### src/rtl/ctrl.sv
// Main decoder/sequencer of the multi-cycle RISC-V core; LOAD is stretched to two cycles.
// Optional CTRL_ILLEGAL_EN adds an 'illegal' output and stalls the core on unsupported encodings.
module ctrl (
    input  logic       clk,
    input  logic       rst,
    input  logic [4:0] opcode,
    input  logic [2:0] func3,
    input  logic [6:0] func7,
    input  logic       b,
    output logic [2:0] imm_type,
    output logic [1:0] inst_sel,
    output logic       reg_wr,
    output logic [3:0] alu_op,
    output logic [2:0] cmp_op,
    output logic [1:0] pc_sel,
    output logic       mem_sel,
    output logic [1:0] rd_sel,
    output logic       alu1_sel,
    output logic       alu2_sel,
    output logic [2:0] sel_type,
    output logic       we
`ifdef CTRL_ILLEGAL_EN
    ,
    output logic       illegal
`endif
);

    localparam logic [4:0] OPC_OP     = 5'b01100;
    localparam logic [4:0] OPC_OP_IMM = 5'b00100;
    localparam logic [4:0] OPC_LOAD   = 5'b00000;
    localparam logic [4:0] OPC_STORE  = 5'b01000;
    localparam logic [4:0] OPC_BRANCH = 5'b11000;
    localparam logic [4:0] OPC_JAL    = 5'b11011;
    localparam logic [4:0] OPC_JALR   = 5'b11001;
    localparam logic [4:0] OPC_LUI    = 5'b01101;
    localparam logic [4:0] OPC_AUIPC  = 5'b00101;

    localparam logic [6:0] F7_ALT = 7'b0100000;

    localparam logic [2:0] IMM_NONE = 3'b000;
    localparam logic [2:0] IMM_U    = 3'b001;
    localparam logic [2:0] IMM_B    = 3'b010;
    localparam logic [2:0] IMM_S    = 3'b011;
    localparam logic [2:0] IMM_I    = 3'b100;
    localparam logic [2:0] IMM_J    = 3'b101;

    localparam logic [3:0] ALU_ADD  = 4'b0000;
    localparam logic [3:0] ALU_SUB  = 4'b0001;
    localparam logic [3:0] ALU_XOR  = 4'b0010;
    localparam logic [3:0] ALU_OR   = 4'b0011;
    localparam logic [3:0] ALU_AND  = 4'b0100;
    localparam logic [3:0] ALU_SLL  = 4'b0101;
    localparam logic [3:0] ALU_SRL  = 4'b0110;
    localparam logic [3:0] ALU_SRA  = 4'b0111;
    localparam logic [3:0] ALU_SLT  = 4'b1000;
    localparam logic [3:0] ALU_SLTU = 4'b1001;

    localparam logic [1:0] PC_ALU  = 2'b00;
    localparam logic [1:0] PC_P4   = 2'b01;
    localparam logic [1:0] PC_HOLD = 2'b10;

    localparam logic [1:0] RD_IMM = 2'b00;
    localparam logic [1:0] RD_P4  = 2'b01;
    localparam logic [1:0] RD_ALU = 2'b10;
    localparam logic [1:0] RD_MEM = 2'b11;

    localparam logic [1:0] INST_NEW  = 2'b00;
    localparam logic [1:0] INST_HOLD = 2'b01;

    localparam logic [2:0] SEL_WORD = 3'b010;

    typedef enum logic {
        PH_ADDR = 1'b0,
        PH_WB   = 1'b1
    } phase_e;

    phase_e phase_q, phase_d;

    // Load phase register
    always_ff @(posedge clk or posedge rst) begin
        if (rst) begin
            phase_q <= PH_ADDR;
        end else begin
            phase_q <= phase_d;
        end
    end

    // Next phase and full decode
    always_comb begin
        phase_d  = PH_ADDR;
        imm_type = IMM_NONE;
        inst_sel = INST_NEW;
        reg_wr   = 1'b0;
        alu_op   = ALU_ADD;
        cmp_op   = 3'b000;
        pc_sel   = PC_P4;
        mem_sel  = 1'b0;
        rd_sel   = RD_ALU;
        alu1_sel = 1'b0;
        alu2_sel = 1'b1;
        sel_type = SEL_WORD;
        we       = 1'b0;
`ifdef CTRL_ILLEGAL_EN
        illegal  = 1'b0;
`endif

        if (opcode == OPC_OP || opcode == OPC_OP_IMM) begin
            unique case (func3)
                3'b000: alu_op = (opcode == OPC_OP && func7 == F7_ALT) ? ALU_SUB : ALU_ADD;
                3'b001: alu_op = ALU_SLL;
                3'b010: alu_op = ALU_SLT;
                3'b011: alu_op = ALU_SLTU;
                3'b100: alu_op = ALU_XOR;
                3'b101: alu_op = (func7 == F7_ALT) ? ALU_SRA : ALU_SRL;
                3'b110: alu_op = ALU_OR;
                3'b111: alu_op = ALU_AND;
                default: alu_op = ALU_ADD;
            endcase
        end

        case (opcode)
            OPC_OP: begin
                reg_wr   = 1'b1;
                alu2_sel = 1'b0;
`ifdef CTRL_ILLEGAL_EN
                illegal  = (func7 != 7'b0000000) && (func7 != F7_ALT);
`endif
            end
            OPC_OP_IMM: begin
                imm_type = IMM_I;
                reg_wr   = 1'b1;
            end
            OPC_LOAD: begin
                imm_type = IMM_I;
                rd_sel   = RD_MEM;
                sel_type = func3;
                if (phase_q == PH_ADDR) begin
                    phase_d  = PH_WB;
                    pc_sel   = PC_HOLD;
                    mem_sel  = 1'b1;
                    inst_sel = INST_HOLD;
                end else begin
                    reg_wr   = 1'b1;
                end
            end
            OPC_STORE: begin
                imm_type = IMM_S;
                sel_type = func3;
                we       = 1'b1;
            end
            OPC_BRANCH: begin
                imm_type = IMM_B;
                alu1_sel = 1'b1;
                cmp_op   = func3;
                pc_sel   = b ? PC_ALU : PC_P4;
            end
            OPC_JAL: begin
                imm_type = IMM_J;
                alu1_sel = 1'b1;
                reg_wr   = 1'b1;
                rd_sel   = RD_P4;
                pc_sel   = PC_ALU;
            end
            OPC_JALR: begin
                imm_type = IMM_I;
                reg_wr   = 1'b1;
                rd_sel   = RD_P4;
                pc_sel   = PC_ALU;
            end
            OPC_LUI: begin
                imm_type = IMM_U;
                reg_wr   = 1'b1;
                rd_sel   = RD_IMM;
            end
            OPC_AUIPC: begin
                imm_type = IMM_U;
                alu1_sel = 1'b1;
                reg_wr   = 1'b1;
            end
            default: begin
`ifdef CTRL_ILLEGAL_EN
                illegal  = 1'b1;
`endif
            end
        endcase

`ifdef CTRL_ILLEGAL_EN
        // Unsupported encodings stall the core without side effects
        if (illegal) begin
            reg_wr = 1'b0;
            we     = 1'b0;
            pc_sel = PC_HOLD;
        end
`endif

        if (rst) begin
            reg_wr = 1'b0;
            we     = 1'b0;
        end
    end

endmodule

### config.mk
export PLATFORM = sky130hd
export DESIGN_NAME = ctrl
export DESIGN_NICKNAME = d
export VERILOG_FILES = /design/src/rtl/ctrl.sv
export SDC_FILE = /design/constraint.sdc
export NUM_CORES = 1
export LEC_CHECK = 0
export CAP_MARGIN = 20
export CORE_MARGIN = 1.5
export CORE_UTILIZATION = 28
export DETAILED_ROUTE_END_ITERATION = 16
export GPL_TIMING_DRIVEN = 0
export PLACE_DENSITY = 0.83
export REMOVE_ABC_BUFFERS = 1
export SLEW_MARGIN = 30
export SYNTH_ARGS = -nofsm -noshare
export SYNTH_HDL_FRONTEND = slang
export SYNTH_SLANG_ARGS = --single-unit
### constraint.sdc
create_clock -name clk -period 3.35 [get_ports clk]
set_input_delay 0.67 -clock clk [delete_from_list [all_inputs] [get_ports clk]]
set_output_delay 0.67 -clock clk [all_outputs]
set_load 0.02 [all_outputs]
After elaboration in Yosys (flattened, before gate mapping) --
Index checks and enable logic that the tools add are counted.
Storage, ports and cells: flip-flop bits (word level) 1, bits of input ports 18, output and inout bits 24, logic and storage cells 49
Operators by class: equality and inequality tests 16, mux-type cells 22, reductions and logical operators 10
Operator list (count):
- case mux 4 bit (8 select lines) | 1
- == test 5 x 4 -> 1 bit (second input constant) | 3
- == test 5 bit (second input constant) | 3
- case mux 3 bit (5 select lines) | 1
- two-way mux 1 bit | 13
- == test 3 bit (second input constant) | 4
- case mux 2 bit (3 select lines) | 2
- == test 5 x 3 -> 1 bit (second input constant) | 2
- == test 7 x 6 -> 1 bit (second input constant) | 1
- == test 3 x 2 -> 1 bit (second input constant) | 2
- two-way mux 3 bit | 2
- OR reduction 2 bit | 3
- OR reduction 3 bit | 2
- OR reduction 6 bit | 1
- logical NOT 5 bit | 1
- two-way mux 4 bit | 1
- == test 3 x 1 -> 1 bit (second input constant) | 1
- logical NOT 3 bit | 1
- two-way mux 2 bit | 1
- case mux 1 bit (2 select lines) | 1
- logical AND 1 bit | 1
- logical OR 1 bit | 1

Logic depth before layout (Yosys ltp) --
word-level depth 5, depth in mapped cells 5, depth with buffers taken out 3

Worst setup path before layout --
No wires, ideal clock.
kind input-to-output, start point input port opcode[0], end point output port inst_sel[0], arrival 2.319 ns, data required time 2.680 ns, slack 0.361 ns, cell stages on the path 5, path buffers 3, cells stage by stage buf_6 > or3_1 > buf_2 > nor4_1 > buf_4
Between the ends: cells in the longest elaborated chain, start to end 2
RTL lines:
- from (decl) | line 6 | input logic [4:0] opcode,
- logical NOT 5 bit | line 121 | case (opcode)
- two-way mux 1 bit | line 121
- to (decl) | line 11 | output logic [1:0] inst_sel,
Every way passes these cells.

Worst setup path after layout --
start point input port opcode[2], end point output port alu1_sel
Between the ends: cells in the longest elaborated chain, start to end 3, elaborated cells between the ends (all ways) 5, classes of those cells eq/ne: 3; mux: 1; reduce/logical: 1
RTL lines:
- == test 5 x 3 -> 1 bit or == test 5 bit (tied branches) | line 121
- OR reduction 3 bit (no line) *
- two-way mux 1 bit * | line 121
- to (decl) | line 18 | output logic alu1_sel,
Every way passes the cells marked *; elsewhere a longest branch is shown, timed or not.

==> results.json <==
{
  "outcome": "finished, final reports clean",
  "vias_in_the_first_global_route": 455,
  "fin_crit_sh_pct": 93.4,
  "cts_setup_buffers": 0,
  "remaining_drc_errors": 0,
  "vias_cell": 5.23,
  "crit_chain": "dlygate4sd2_1 -> or3b_2 -> o22ai_1 -> a21o_1 -> clkdlybuf4s50_1",
  "number_of_synthesized_register_bits": 1,
  "drt_pre_antenna_iters": 4,
  "die_area_um2": 1540,
  "worstSkewPairLatency_ns": 0,
  "timing.critical_path.buf_inv": 2,
  "port-buffer-count": 40,
  "worst_hold_path.endpoint": "phase_q$_DFF_PP0_",
  "timing_hold_violations_final": 0,
  "fp.dieH_um": 39.2,
  "top_regs": "phase_q: 1 flops",
  "setup_viol_count_final": 0,
  "fin_setup_tns_ns": 0,
  "timing_worst_setup_path_type": "primary input to primary output",
  "critical-path-max-stage-delay_ns": 0.59,
  "rows": 12,
  "cell_depth_of_the_worst_setup_path": 5,
  "pin_count": 42,
  "clock_skew_ns": 0,
  "grt_start_max_net_pins": 13,
  "dp_hpwl_um": 1180,
  "yosysWarningCount": 0,
  "fin_crit_ns": 3.13,
  "worstReg2RegStart": "phase_q$_DFF_PP0_",
  "yosys.cell_types.count": 33,
  "critPathTopFamily": "buffers and inverters",
  "critPathArrivalTime_ns": 2.46,
  "net_count_of_the_finished_layout": 112,
  "met3RoutedLength_um": 64,
  "async_flop_share_pct": 100,
  "floorplan.initialDensity_pct": 31.7,
  "synth_top_family_by_area": "simple AND/OR/NAND/NOR gates",
  "ff2ff_setup_slack_ns": 2.56,
  "detailroute.via_count": 554,
  "worst-r2r-cell-count": 1,
  "hold_buffers": 0,
  "grtUsageTotal_pct": 18.6,
  "core-area_um2": 1160,
  "required_ns": 2.68,
  "critical_path_peak_fanout": 9,
  "holdPathStages": 1,
  "timing.hold.worst.start": "phase_q$_DFF_PP0_",
  "grt.overflow.total": 0,
  "diodes": 0,
  "layout_commonest_cell": "sky130_fd_sc_hd__clkdlybuf4s50_1",
  "yosys-mux-area-fraction_pct": 2.73,
  "xor_xnor_portion_of_the_synthesized_cell_area_pct": 0,
  "start_kind": "primary input",
  "path_clk_slew_ns": 0,
  "number_of_antenna_violations_at_the_first_check_in_global_routing": 0,
  "avgSynthCellArea_um2": 6.32,
  "wl_met2_um": 770,
  "grt_first_pass_wirelength_um": 2060,
  "met1_length_um": 606,
  "compound_gate_fraction_of_synth_area_pct": 17.7,
  "topRoutingLayerUsed": "met3",
  "maxClockFrequency_mhz": 320,
  "min_path_type": "flip-flop to flip-flop",
  "ant_nets": 0,
  "leakage_power_nw": 0.328,
  "die_width_um": 39.2,
  "yosys.area_share.adder_pct": 0,
  "largest_register_ff_count": 1,
  "mappedNetlistArea_um2": 367,
  "detail_route.wirelength_um": 1440,
  "vdd_ir_drop_max_mv": 0.0742,
  "route.detailed.wl_per_inst_um": 13.6,
  "share_of_synthesized_cell_area_in_and_or_nand_and_nor_gates_pct": 57.7,
  "critPathCaptureType": "primary output",
  "drt_iter0_markers": 10,
  "rsz0062_at_grt": "no",
  "number_of_enable_type_register_cells_in_the_synthesized_netlist": 0,
  "fin_hold_ws_ns": 0.488,
  "drive_above_1_share_pct": 6.52,
  "most_used_flip_flop_cell_after_synthesis": "sky130_fd_sc_hd__dfrtp_1",
  "p_per_area_nw_per_um2": 107,
  "report.power.total_w": 0.0000820,
  "final_cell_mix": "33 x sky130_fd_sc_hd__clkdlybuf4s50_1, 6 x sky130_fd_sc_hd__nand2_1, 4 x sky130_fd_sc_hd__and3_1, 4 x sky130_fd_sc_hd__dlygate4sd2_1",
  "maxCapViolCount": 0,
  "post_synth_inst_count": 58,
  "critPathSlowestCell": "sky130_fd_sc_hd__clkdlybuf4s50_1",
  "synth.yosys.seq_area_share_pct": 6.83,
  "maxSlewViolCount": 0,
  "gp_congestion": 0.727,
  "r2r-end": "phase_q$_DFF_PP0_",
  "regMostFlops": "phase_q",
  "area_growth_pct": 109
}
-- stage by stage --
step	util, %	worst slack [ns]	area (um^2)	std cells
finish	66.1	0.222	764	106
CTS	65.5	0.00699	757	106
global placement	64.4	-0.177	744	106
floorplan	-	0.315	327	52
detailed placement	64.4	-0.189	744	106
global route	66.1	0.0898	764	106
-- synth_stat cells (2+ instances only) --
cell type | number | share of area, %
sky130_fd_sc_hd__nor3_1 | 3 | 4.1
sky130_fd_sc_hd__and3_1 | 4 | 6.8
sky130_fd_sc_hd__nor4_1 | 4 | 6.8
sky130_fd_sc_hd__a21oi_1 | 2 | 2.7
sky130_fd_sc_hd__nand3_1 | 3 | 4.1
sky130_fd_sc_hd__and2_1 | 3 | 5.1
sky130_fd_sc_hd__nor2b_1 | 2 | 3.4
sky130_fd_sc_hd__nand2b_1 | 2 | 3.4
sky130_fd_sc_hd__buf_4 | 2 | 4.1
sky130_fd_sc_hd__nand2_1 | 6 | 6.1
sky130_fd_sc_hd__or3_1 | 2 | 3.4
sky130_fd_sc_hd__o21ai_0 | 2 | 2.7
sky130_fd_sc_hd__inv_1 | 3 | 3.1
-- per-layer routing --
layer,track usage [%],up-vias
li1,-,280
met5,0,-
met1,24.6,258
met3,0,0
met4,0,0
met2,35.4,16
-- kinds of logic (layout without fill, tap and decap cells) --
family          Yosys count  in the layout
simple gates             36             36
other cells               1              1
compound gates           10             10
flops                     1              1
buf+inv                   9             43
mux                       1              1
-- what timing repair did --
action	in CTS	in global routing
endpoints found under the setup margin	6	11
gates resized for setup	7	3
pin swaps	0	0
-- worst max path at each step --
stage | endpoint | slack (ns) | startpoint
floorplan | inst_sel[0] | 0.31 | opcode[0]
global placement | cmp_op[2] | -0.18 | opcode[3]
detailed placement | cmp_op[2] | -0.19 | opcode[3]
CTS | pc_sel[0] | 0.007 | opcode[0]
global route | cmp_op[2] | 0.09 | opcode[3]
finish | alu1_sel | 0.22 | opcode[2]
-- where the power goes --
group	internal, W	switching, W
combinational	0.0000353	0.0000339
clock	0	0
sequential	0.0000125	0.000000191
total	0.0000478	0.0000341
-- layout make-up --
class / count / area [um^2]
well taps: 14 / 17.5
inverters: 3 / 11.3
fillers: 107 / 392
flip-flops and latches: 1 / 25.0
repair buffers: 40 / 403
multi-input cells: 48 / 308
Note: power is estimated with default switching activity, not from simulation.
